==> config.mk <==
export PLATFORM = sky130hd
export DESIGN_NAME = gpio_input_filter_flat
export DESIGN_NICKNAME = d
export VERILOG_FILES = /design/src/rtl/gpio_input_filter_if.sv /design/src/rtl/gpio_input_filter.sv /design/src/flat_wrapper.sv
export SDC_FILE = /design/constraint.sdc
export NUM_CORES = 1
export LEC_CHECK = 0
export ABC_AREA = 1
export BUFFER_PORTS_ARGS = -buffer_cell sky130_fd_sc_hd__buf_2
export CORE_MARGIN = 2
export CORE_UTILIZATION = 24
export CTS_BUF_LIST = sky130_fd_sc_hd__clkbuf_8 sky130_fd_sc_hd__clkbuf_16
export DETAILED_ROUTE_END_ITERATION = 12
export GPL_TIMING_DRIVEN = 0
export SETUP_SLACK_MARGIN = 0.2
export SLEW_MARGIN = 10
export SYNTH_ARGS = -nofsm -noshare
export SYNTH_HDL_FRONTEND = slang
export SYNTH_SLANG_ARGS = --single-unit
==> constraint.sdc <==
create_clock -name clk -period 2.24 [get_ports clk]
set_input_delay 0.112 -clock clk [delete_from_list [all_inputs] [get_ports clk]]
set_output_delay 0.112 -clock clk [all_outputs]
set_load 0.005 [all_outputs]
==> src/rtl/gpio_input_filter_if.sv <==
// CPU register-bus bundle for gpio_input_filter.
// The master drives address, write data and the two strobes; the slave returns
// registered read data on dout.
interface gpio_input_filter_if;
    logic [7:0] addr;
    logic [7:0] din;
    logic [7:0] dout;
    logic       wr_en;
    logic       rd_en;

    modport master (
        output addr,
        output din,
        output wr_en,
        output rd_en,
        input  dout
    );

    modport slave (
        input  addr,
        input  din,
        input  wr_en,
        input  rd_en,
        output dout
    );
endinterface

==> src/rtl/gpio_input_filter.sv <==
// gpio_input_filter: 8-bit GPIO input debouncer with CPU register access.
// Each pin goes through a 2-flop synchronizer, then a per-bit qualification
// counter.  A new level is accepted only after it has been seen for P+1
// consecutive cycles at the synchronizer output.
// Registers: 0 FCFG (period P), 1 FVAL (filtered levels, RO),
//            2 EDGE (sticky change flags, W1C), 3 EMASK (interrupt mask).
// Optional feature macro: GPIO_FILT_IRQ_EN adds the EMASK register and the irq
// output.  Without it EMASK reads 8'h00 and writes to it are dropped.
module gpio_input_filter #(
    parameter int ADDR_LSB          = 0,
    parameter int OPT_MEM_ADDR_BITS = 1
) (
    input  logic                 clk,
    input  logic                 reset,
    gpio_input_filter_if.slave   bus,
    input  logic [7:0]           pin_in,
    output logic [7:0]           pin_filt
`ifdef GPIO_FILT_IRQ_EN
    ,
    output logic                 irq
`endif
);

    localparam int SEL_W = OPT_MEM_ADDR_BITS + 1;
    localparam logic [SEL_W-1:0] SEL_FCFG  = SEL_W'(0);
    localparam logic [SEL_W-1:0] SEL_FVAL  = SEL_W'(1);
    localparam logic [SEL_W-1:0] SEL_EDGE  = SEL_W'(2);
    localparam logic [SEL_W-1:0] SEL_EMASK = SEL_W'(3);

    logic [SEL_W-1:0] sel;
    logic             wr_fcfg;
    logic             wr_edge;
    logic             rd_go;

    logic [7:0] s1_reg;
    logic [7:0] s2_reg;
    logic [7:0] filt_reg;
    logic [7:0] p_reg;
    logic [7:0] edge_reg;
    logic [7:0] edge_next;
    logic [7:0] dout_reg;
    logic [7:0] emask_val;
    logic [7:0] rd_data;
    logic [7:0] upd;
    logic [7:0] cnt_reg  [8];
    logic [7:0] cnt_next [8];

    // Upper address bits are decoded outside this block.
    logic unused_addr;
    assign unused_addr = ^bus.addr;

    assign sel     = bus.addr[ADDR_LSB+OPT_MEM_ADDR_BITS:ADDR_LSB];
    assign wr_fcfg = bus.wr_en && (sel == SEL_FCFG);
    assign wr_edge = bus.wr_en && (sel == SEL_EDGE);
    // A simultaneous write wins; the read is dropped and dout holds.
    assign rd_go   = bus.rd_en && !bus.wr_en;

    // Per-bit qualification.  A write to FCFG restarts every counter and
    // blocks acceptance for that one cycle so the new period starts clean.
    generate
        for (genvar gi = 0; gi < 8; gi++) begin : g_bit
            logic match;
            logic hit;
            assign match        = (s2_reg[gi] == filt_reg[gi]);
            assign hit          = (cnt_reg[gi] == p_reg);
            assign upd[gi]      = !match && hit && !wr_fcfg;
            assign cnt_next[gi] = (wr_fcfg || match || hit) ? 8'd0
                                                            : cnt_reg[gi] + 8'd1;
        end
    endgenerate

    // Clear-on-write first, then OR in new edges so a coincident set survives.
    assign edge_next = (edge_reg & ~(wr_edge ? bus.din : 8'h00)) | upd;

    // Synchronizer, filter state, counters, period and sticky edge flags.
    always_ff @(posedge clk) begin
        if (reset) begin
            s1_reg   <= 8'h00;
            s2_reg   <= 8'h00;
            filt_reg <= 8'h00;
            p_reg    <= 8'h04;
            edge_reg <= 8'h00;
            for (int i = 0; i < 8; i++) begin
                cnt_reg[i] <= 8'd0;
            end
        end else begin
            s1_reg   <= pin_in;
            s2_reg   <= s1_reg;
            filt_reg <= filt_reg ^ upd;
            edge_reg <= edge_next;
            if (wr_fcfg) begin
                p_reg <= bus.din;
            end
            for (int i = 0; i < 8; i++) begin
                cnt_reg[i] <= cnt_next[i];
            end
        end
    end

`ifdef GPIO_FILT_IRQ_EN
    logic [7:0] emask_reg;
    logic       irq_reg;
    logic       wr_emask;

    assign wr_emask  = bus.wr_en && (sel == SEL_EMASK);
    assign emask_val = emask_reg;
    assign irq       = irq_reg;

    // Interrupt mask register and registered level interrupt.
    always_ff @(posedge clk) begin
        if (reset) begin
            emask_reg <= 8'h00;
            irq_reg   <= 1'b0;
        end else begin
            if (wr_emask) begin
                emask_reg <= bus.din;
            end
            irq_reg <= |(edge_reg & emask_reg);
        end
    end
`else
    assign emask_val = 8'h00;
`endif

    // Read-data select.
    always_comb begin
        rd_data = 8'h00;
        case (sel)
            SEL_FCFG:  rd_data = p_reg;
            SEL_FVAL:  rd_data = filt_reg;
            SEL_EDGE:  rd_data = edge_reg;
            SEL_EMASK: rd_data = emask_val;
            default:   rd_data = 8'h00;
        endcase
    end

    // Registered read port; holds its value when no read is accepted.
    always_ff @(posedge clk) begin
        if (reset) begin
            dout_reg <= 8'h00;
        end else if (rd_go) begin
            dout_reg <= rd_data;
        end
    end

    assign bus.dout = dout_reg;
    assign pin_filt = filt_reg;

endmodule

==> src/flat_wrapper.sv <==
// flat-port wrapper written by rule: the top's interface ports become plain ports
module gpio_input_filter_flat 
#(
    parameter int ADDR_LSB          = 0,
    parameter int OPT_MEM_ADDR_BITS = 1
)
  (clk, reset, pin_in, pin_filt, bus_addr, bus_din, bus_wr_en, bus_rd_en, bus_dout);
  gpio_input_filter_if bus_i ();
  input  logic clk;
  input  logic reset;
  input  logic [7:0] pin_in;
  output logic [7:0] pin_filt;
  input wire logic [$bits(bus_i.addr)-1:0] bus_addr;
  input wire logic [$bits(bus_i.din)-1:0] bus_din;
  input wire logic [$bits(bus_i.wr_en)-1:0] bus_wr_en;
  input wire logic [$bits(bus_i.rd_en)-1:0] bus_rd_en;
  output wire logic [$bits(bus_i.dout)-1:0] bus_dout;
  assign bus_i.addr = bus_addr;
  assign bus_i.din = bus_din;
  assign bus_i.wr_en = bus_wr_en;
  assign bus_i.rd_en = bus_rd_en;
  assign bus_dout = bus_i.dout;
  gpio_input_filter #(.ADDR_LSB(ADDR_LSB), .OPT_MEM_ADDR_BITS(OPT_MEM_ADDR_BITS)) u_core (.clk(clk), .reset(reset), .bus(bus_i), .pin_in(pin_in), .pin_filt(pin_filt));
endmodule
==> impl_metrics.prom <==
# TYPE chip_impl_metric gauge
chip_impl_metric{name="vias_per_cell",unit=""} 4.12
chip_impl_metric{name="initial_utilization",unit=""} 0.243
chip_impl_info{name="worstSetupEndpointType",value="flop"} 1
chip_impl_metric{name="largest_net_degree_at_the_start_of_global_routing",unit=""} 18
chip_impl_info{name="most-common-layout-cells",value="sky130_fd_sc_hd__nand2_1 (257), sky130_fd_sc_hd__nor2_1 (122), sky130_fd_sc_hd__inv_1 (119), sky130_fd_sc_hd__dfxtp_1 (112), sky130_fd_sc_hd__buf_2 (41)"} 1
chip_impl_metric{name="drive_gt1_frac",unit=""} 0.124
chip_impl_metric{name="initial_antenna_violation_count",unit=""} 0
chip_impl_metric{name="globalRouteTotalUtil",unit=""} 0.122
chip_impl_metric{name="insertedDiodeCount",unit=""} 0
chip_impl_metric{name="wl_per_cell",unit="µm"} 12.3
chip_impl_metric{name="post_cts_buffers",unit=""} 0
chip_impl_metric{name="die_w",unit="µm"} 161
chip_impl_metric{name="timing_worst_slew_pin_value",unit="ps"} 728
chip_impl_metric{name="yosys.area_share.xor_xnor",unit=""} 0.0997
chip_impl_metric{name="synth_fp_nets",unit=""} 886
chip_impl_metric{name="power_density",unit="nW/µm²"} 597
chip_impl_metric{name="final_hpwl_dp",unit="µm"} 10600
chip_impl_info{name="timing_worst_setup_path_type",value="flop to flop"} 1
chip_impl_metric{name="crit_arrival",unit="ps"} 1860
chip_impl_metric{name="cts_htree_levels",unit=""} 3
chip_impl_metric{name="antenna_violating_nets_post_route",unit=""} 0
chip_impl_metric{name="required_time_of_the_critical_path",unit="ps"} 2490
chip_impl_metric{name="fin_util",unit=""} 0.283
chip_impl_metric{name="crit_fanout",unit=""} 9
chip_impl_info{name="rsz0062_at_grt",value="false"} 1
chip_impl_metric{name="clk_pin_slew",unit="ps"} 70
chip_impl_metric{name="drc",unit=""} 0
chip_impl_metric{name="boundaryPins",unit=""} 44
chip_impl_metric{name="first_pass_iters",unit=""} 5
chip_impl_metric{name="finalSetupTns",unit="ps"} 0
chip_impl_metric{name="wl",unit="µm"} 15200
chip_impl_metric{name="mappedNetlistArea",unit="µm²"} 5890
chip_impl_info{name="cts_tree",value="done"} 1
chip_impl_info{name="layout.cells.most_common",value="sky130_fd_sc_hd__nand2_1"} 1
chip_impl_metric{name="finClkSkew",unit="ps"} 9.85
chip_impl_metric{name="drt-initial-drc-count",unit=""} 262
chip_impl_metric{name="cts_hold_buf",unit=""} 9
chip_impl_metric{name="r2r_setup_slk",unit="ps"} 630
chip_impl_metric{name="p_sw_frac",unit=""} 0.257
chip_impl_metric{name="cts_inserted_buffers",unit=""} 9
chip_impl_metric{name="fin_crit_sh",unit=""} 0.719
chip_impl_metric{name="switching_pwr",unit="W"} 0.00105
chip_impl_metric{name="design.final.nets",unit=""} 941
chip_impl_metric{name="post_synth_inst_count",unit=""} 850
chip_impl_metric{name="gpl.final_weighted_congestion",unit=""} 0.770
chip_impl_metric{name="slew_viol_final",unit=""} 0
chip_impl_metric{name="synth-warning-count",unit=""} 0
chip_impl_metric{name="synth.yosys.seq_area_share",unit=""} 0.381
chip_impl_metric{name="placement.io_buffers",unit=""} 35
chip_impl_metric{name="cts.repair.resized",unit=""} 0
chip_impl_metric{name="p_comb_frac",unit=""} 0.105
chip_impl_metric{name="clock_path_buffers",unit=""} 2
chip_impl_metric{name="ys_ff_latch",unit=""} 112
chip_impl_info{name="cpMaxStageDelayCell",value="sky130_fd_sc_hd__dfxtp_1"} 1
chip_impl_metric{name="area.growth.synth_to_final",unit="%"} 16.2
chip_impl_metric{name="layout_min_cycle_time",unit="ps"} 1610
chip_impl_info{name="startpoint_type",value="flop"} 1
chip_impl_metric{name="synth.lib_cells_used.distinct",unit=""} 29
chip_impl_metric{name="design.core.area",unit="µm²"} 24200
chip_impl_metric{name="grt_first_pass_wirelength",unit="µm"} 24500
chip_impl_metric{name="number_of_instances_in_the_placed_design",unit=""} 1209
chip_impl_metric{name="largest_reg_flops",unit=""} 64
chip_impl_info{name="worstPathCellList",value="inv_2, nand2_1, nand2_1, nor2_1, nand2_1, nor2_1, inv_2, nand3_4, nor2_1"} 1
chip_impl_info{name="status",value="finished clean"} 1
chip_impl_metric{name="timing.fmax",unit="GHz"} 0.621
chip_impl_info{name="class_of_the_worst_hold_path",value="input port to flop"} 1
chip_impl_metric{name="total_number_of_vias",unit=""} 5083
chip_impl_metric{name="synth_simple_gate_area_frac",unit=""} 0.349
chip_impl_metric{name="ir_drop",unit="mV"} 0.299
chip_impl_metric{name="number_of_global_route_vias_before_repair",unit=""} 4709
chip_impl_metric{name="critPathMaxStageDelay",unit="ps"} 540
chip_impl_metric{name="worst_skew_pair.late_latency",unit="ps"} 360
chip_impl_metric{name="final-hold-violation-count",unit=""} 0
chip_impl_metric{name="p_seq_frac",unit=""} 0.503
chip_impl_metric{name="power.internal",unit="W"} 0.00303
chip_impl_metric{name="max-cap-violations",unit=""} 0
chip_impl_info{name="dominant_combinational_cell_family_by_area_after_synthesis",value="simple AND/OR/NAND/NOR gates"} 1
chip_impl_metric{name="post_synth_fa_ha_maj_area_fraction",unit=""} 0.0170
chip_impl_metric{name="cts_num_sinks",unit=""} 112
chip_impl_metric{name="total_leakage_power",unit="nW"} 2.76
chip_impl_metric{name="grt-ovfl-total",unit=""} 0
chip_impl_metric{name="design.die.area",unit="µm²"} 25800
chip_impl_metric{name="synth.area.mux_share",unit=""} 0
chip_impl_metric{name="compound_gate_portion_of_the_synthesized_area",unit=""} 0.0470
chip_impl_metric{name="die_y",unit="µm"} 161
chip_impl_metric{name="p_clk_frac",unit=""} 0.393
chip_impl_metric{name="syn_avg_cell_area",unit="µm²"} 6.93
chip_impl_metric{name="fin_cells",unit=""} 1233
chip_impl_metric{name="timing.max_slew.rel_slack",unit=""} 0.513
chip_impl_metric{name="rows",unit=""} 57
chip_impl_metric{name="setup-violations-final",unit=""} 0
chip_impl_info{name="cts-root-buf",value="sky130_fd_sc_hd__clkbuf_16"} 1
## per-stage QoR
stage                     power [W]  hold WS [ps]  area, µm²  setup slack, ps
after global routing        0.00425          69.4       6840              478
after global placement      0.00251           311       6470              662
final                       0.00408          74.7       6840              629
after CTS                   0.00413          60.1       6840              636
after floorplan             0.00238           219       5890             1040
after detailed placement    0.00251           319       6470              643
## path summary, 6_finish.rpt
path,start,end,cells after the start
setup / recovery,u_core.p_reg[4],u_core.cnt_reg[0][59],9
hold / removal,bus_din[5],u_core.edge_reg[5],4
setup reg to reg,u_core.p_reg[4],u_core.cnt_reg[0][59],9
hold reg to reg,u_core.s1_reg[4],u_core.s2_reg[4],2
## synthesized netlist by cell type
cell / count / area, µm²
sky130_fd_sc_hd__or2_2: 1 / 6.26
sky130_fd_sc_hd__nand3_4: 2 / 35.0
sky130_fd_sc_hd__o211ai_1: 1 / 7.51
sky130_fd_sc_hd__buf_2: 6 / 30.0
sky130_fd_sc_hd__a21oi_2: 5 / 43.8
sky130_fd_sc_hd__nand2_1: 257 / 965
sky130_fd_sc_hd__buf_4: 7 / 52.6
sky130_fd_sc_hd__o21ai_0: 16 / 80.1
sky130_fd_sc_hd__nor2_1: 122 / 458
sky130_fd_sc_hd__nand3_1: 40 / 200
sky130_fd_sc_hd__xnor2_1: 36 / 315
sky130_fd_sc_hd__nand3_2: 11 / 110
sky130_fd_sc_hd__nor2_2: 3 / 18.8
sky130_fd_sc_hd__nor3_1: 9 / 45.0
sky130_fd_sc_hd__inv_1: 118 / 443
sky130_fd_sc_hd__clkbuf_1: 6 / 22.5
sky130_fd_sc_hd__xor2_1: 31 / 272
sky130_fd_sc_hd__nand2_2: 5 / 31.3
sky130_fd_sc_hd__clkbuf_2: 1 / 5.00
sky130_fd_sc_hd__dfxtp_1: 112 / 2240
sky130_fd_sc_hd__nor3b_4: 1 / 18.8
sky130_fd_sc_hd__nand4_1: 7 / 43.8
sky130_fd_sc_hd__inv_2: 8 / 30.0
sky130_fd_sc_hd__buf_12: 1 / 20.0
sky130_fd_sc_hd__ha_1: 8 / 100
sky130_fd_sc_hd__a41oi_1: 8 / 70.1
sky130_fd_sc_hd__nor2_4: 11 / 124
sky130_fd_sc_hd__a21oi_1: 15 / 75.1
sky130_fd_sc_hd__buf_6: 2 / 22.5
## per-layer routing
metal | vias to the layer above | wire length, µm | track usage | part of all wire
li1 | 2682 | - | - | -
met1 | 2305 | 7190 | 0.159 | 0.47
met2 | 83 | 7190 | 0.204 | 0.47
met3 | 13 | 680 | 0.0305 | 0.045
met4 | 0 | 153 | 0.0266 | 0.010
met5 | - | 0 | 0 | 0
## cell type report
type,instances,area [µm²]
flip-flops and latches,112,2240
repair buffers,44,265
fillers,2625,17300
clock inverters,6,60.1
clock buffers,9,225
inverters,126,473
plain buffers,23,153
well taps,324,405
multi-input cells,589,3020
## kinds of logic after synthesis
logic type,Yosys count
compound gates,45
xor+xnor,67
fa+ha+maj,8
buf+inv,149
flops,112
simple gates,469
## worst max-delay path, delay by kind of cell (launching register included)
family	cells	cell delay, ps
simple gates	7	650
buf+inv	2	300
flops	1	540
## power groups by stage
stage	combinational (W)	clock, W	sequential (W)
CTS	0.000428	0.00165	0.00205
floorplan	0.000285	0	0.00209
detailed placement	0.000414	0	0.00210
global route	0.000478	0.00172	0.00206
finish	0.000427	0.00160	0.00205
global placement	0.000410	0	0.00210
Note: power is estimated with default switching activity, not from simulation.
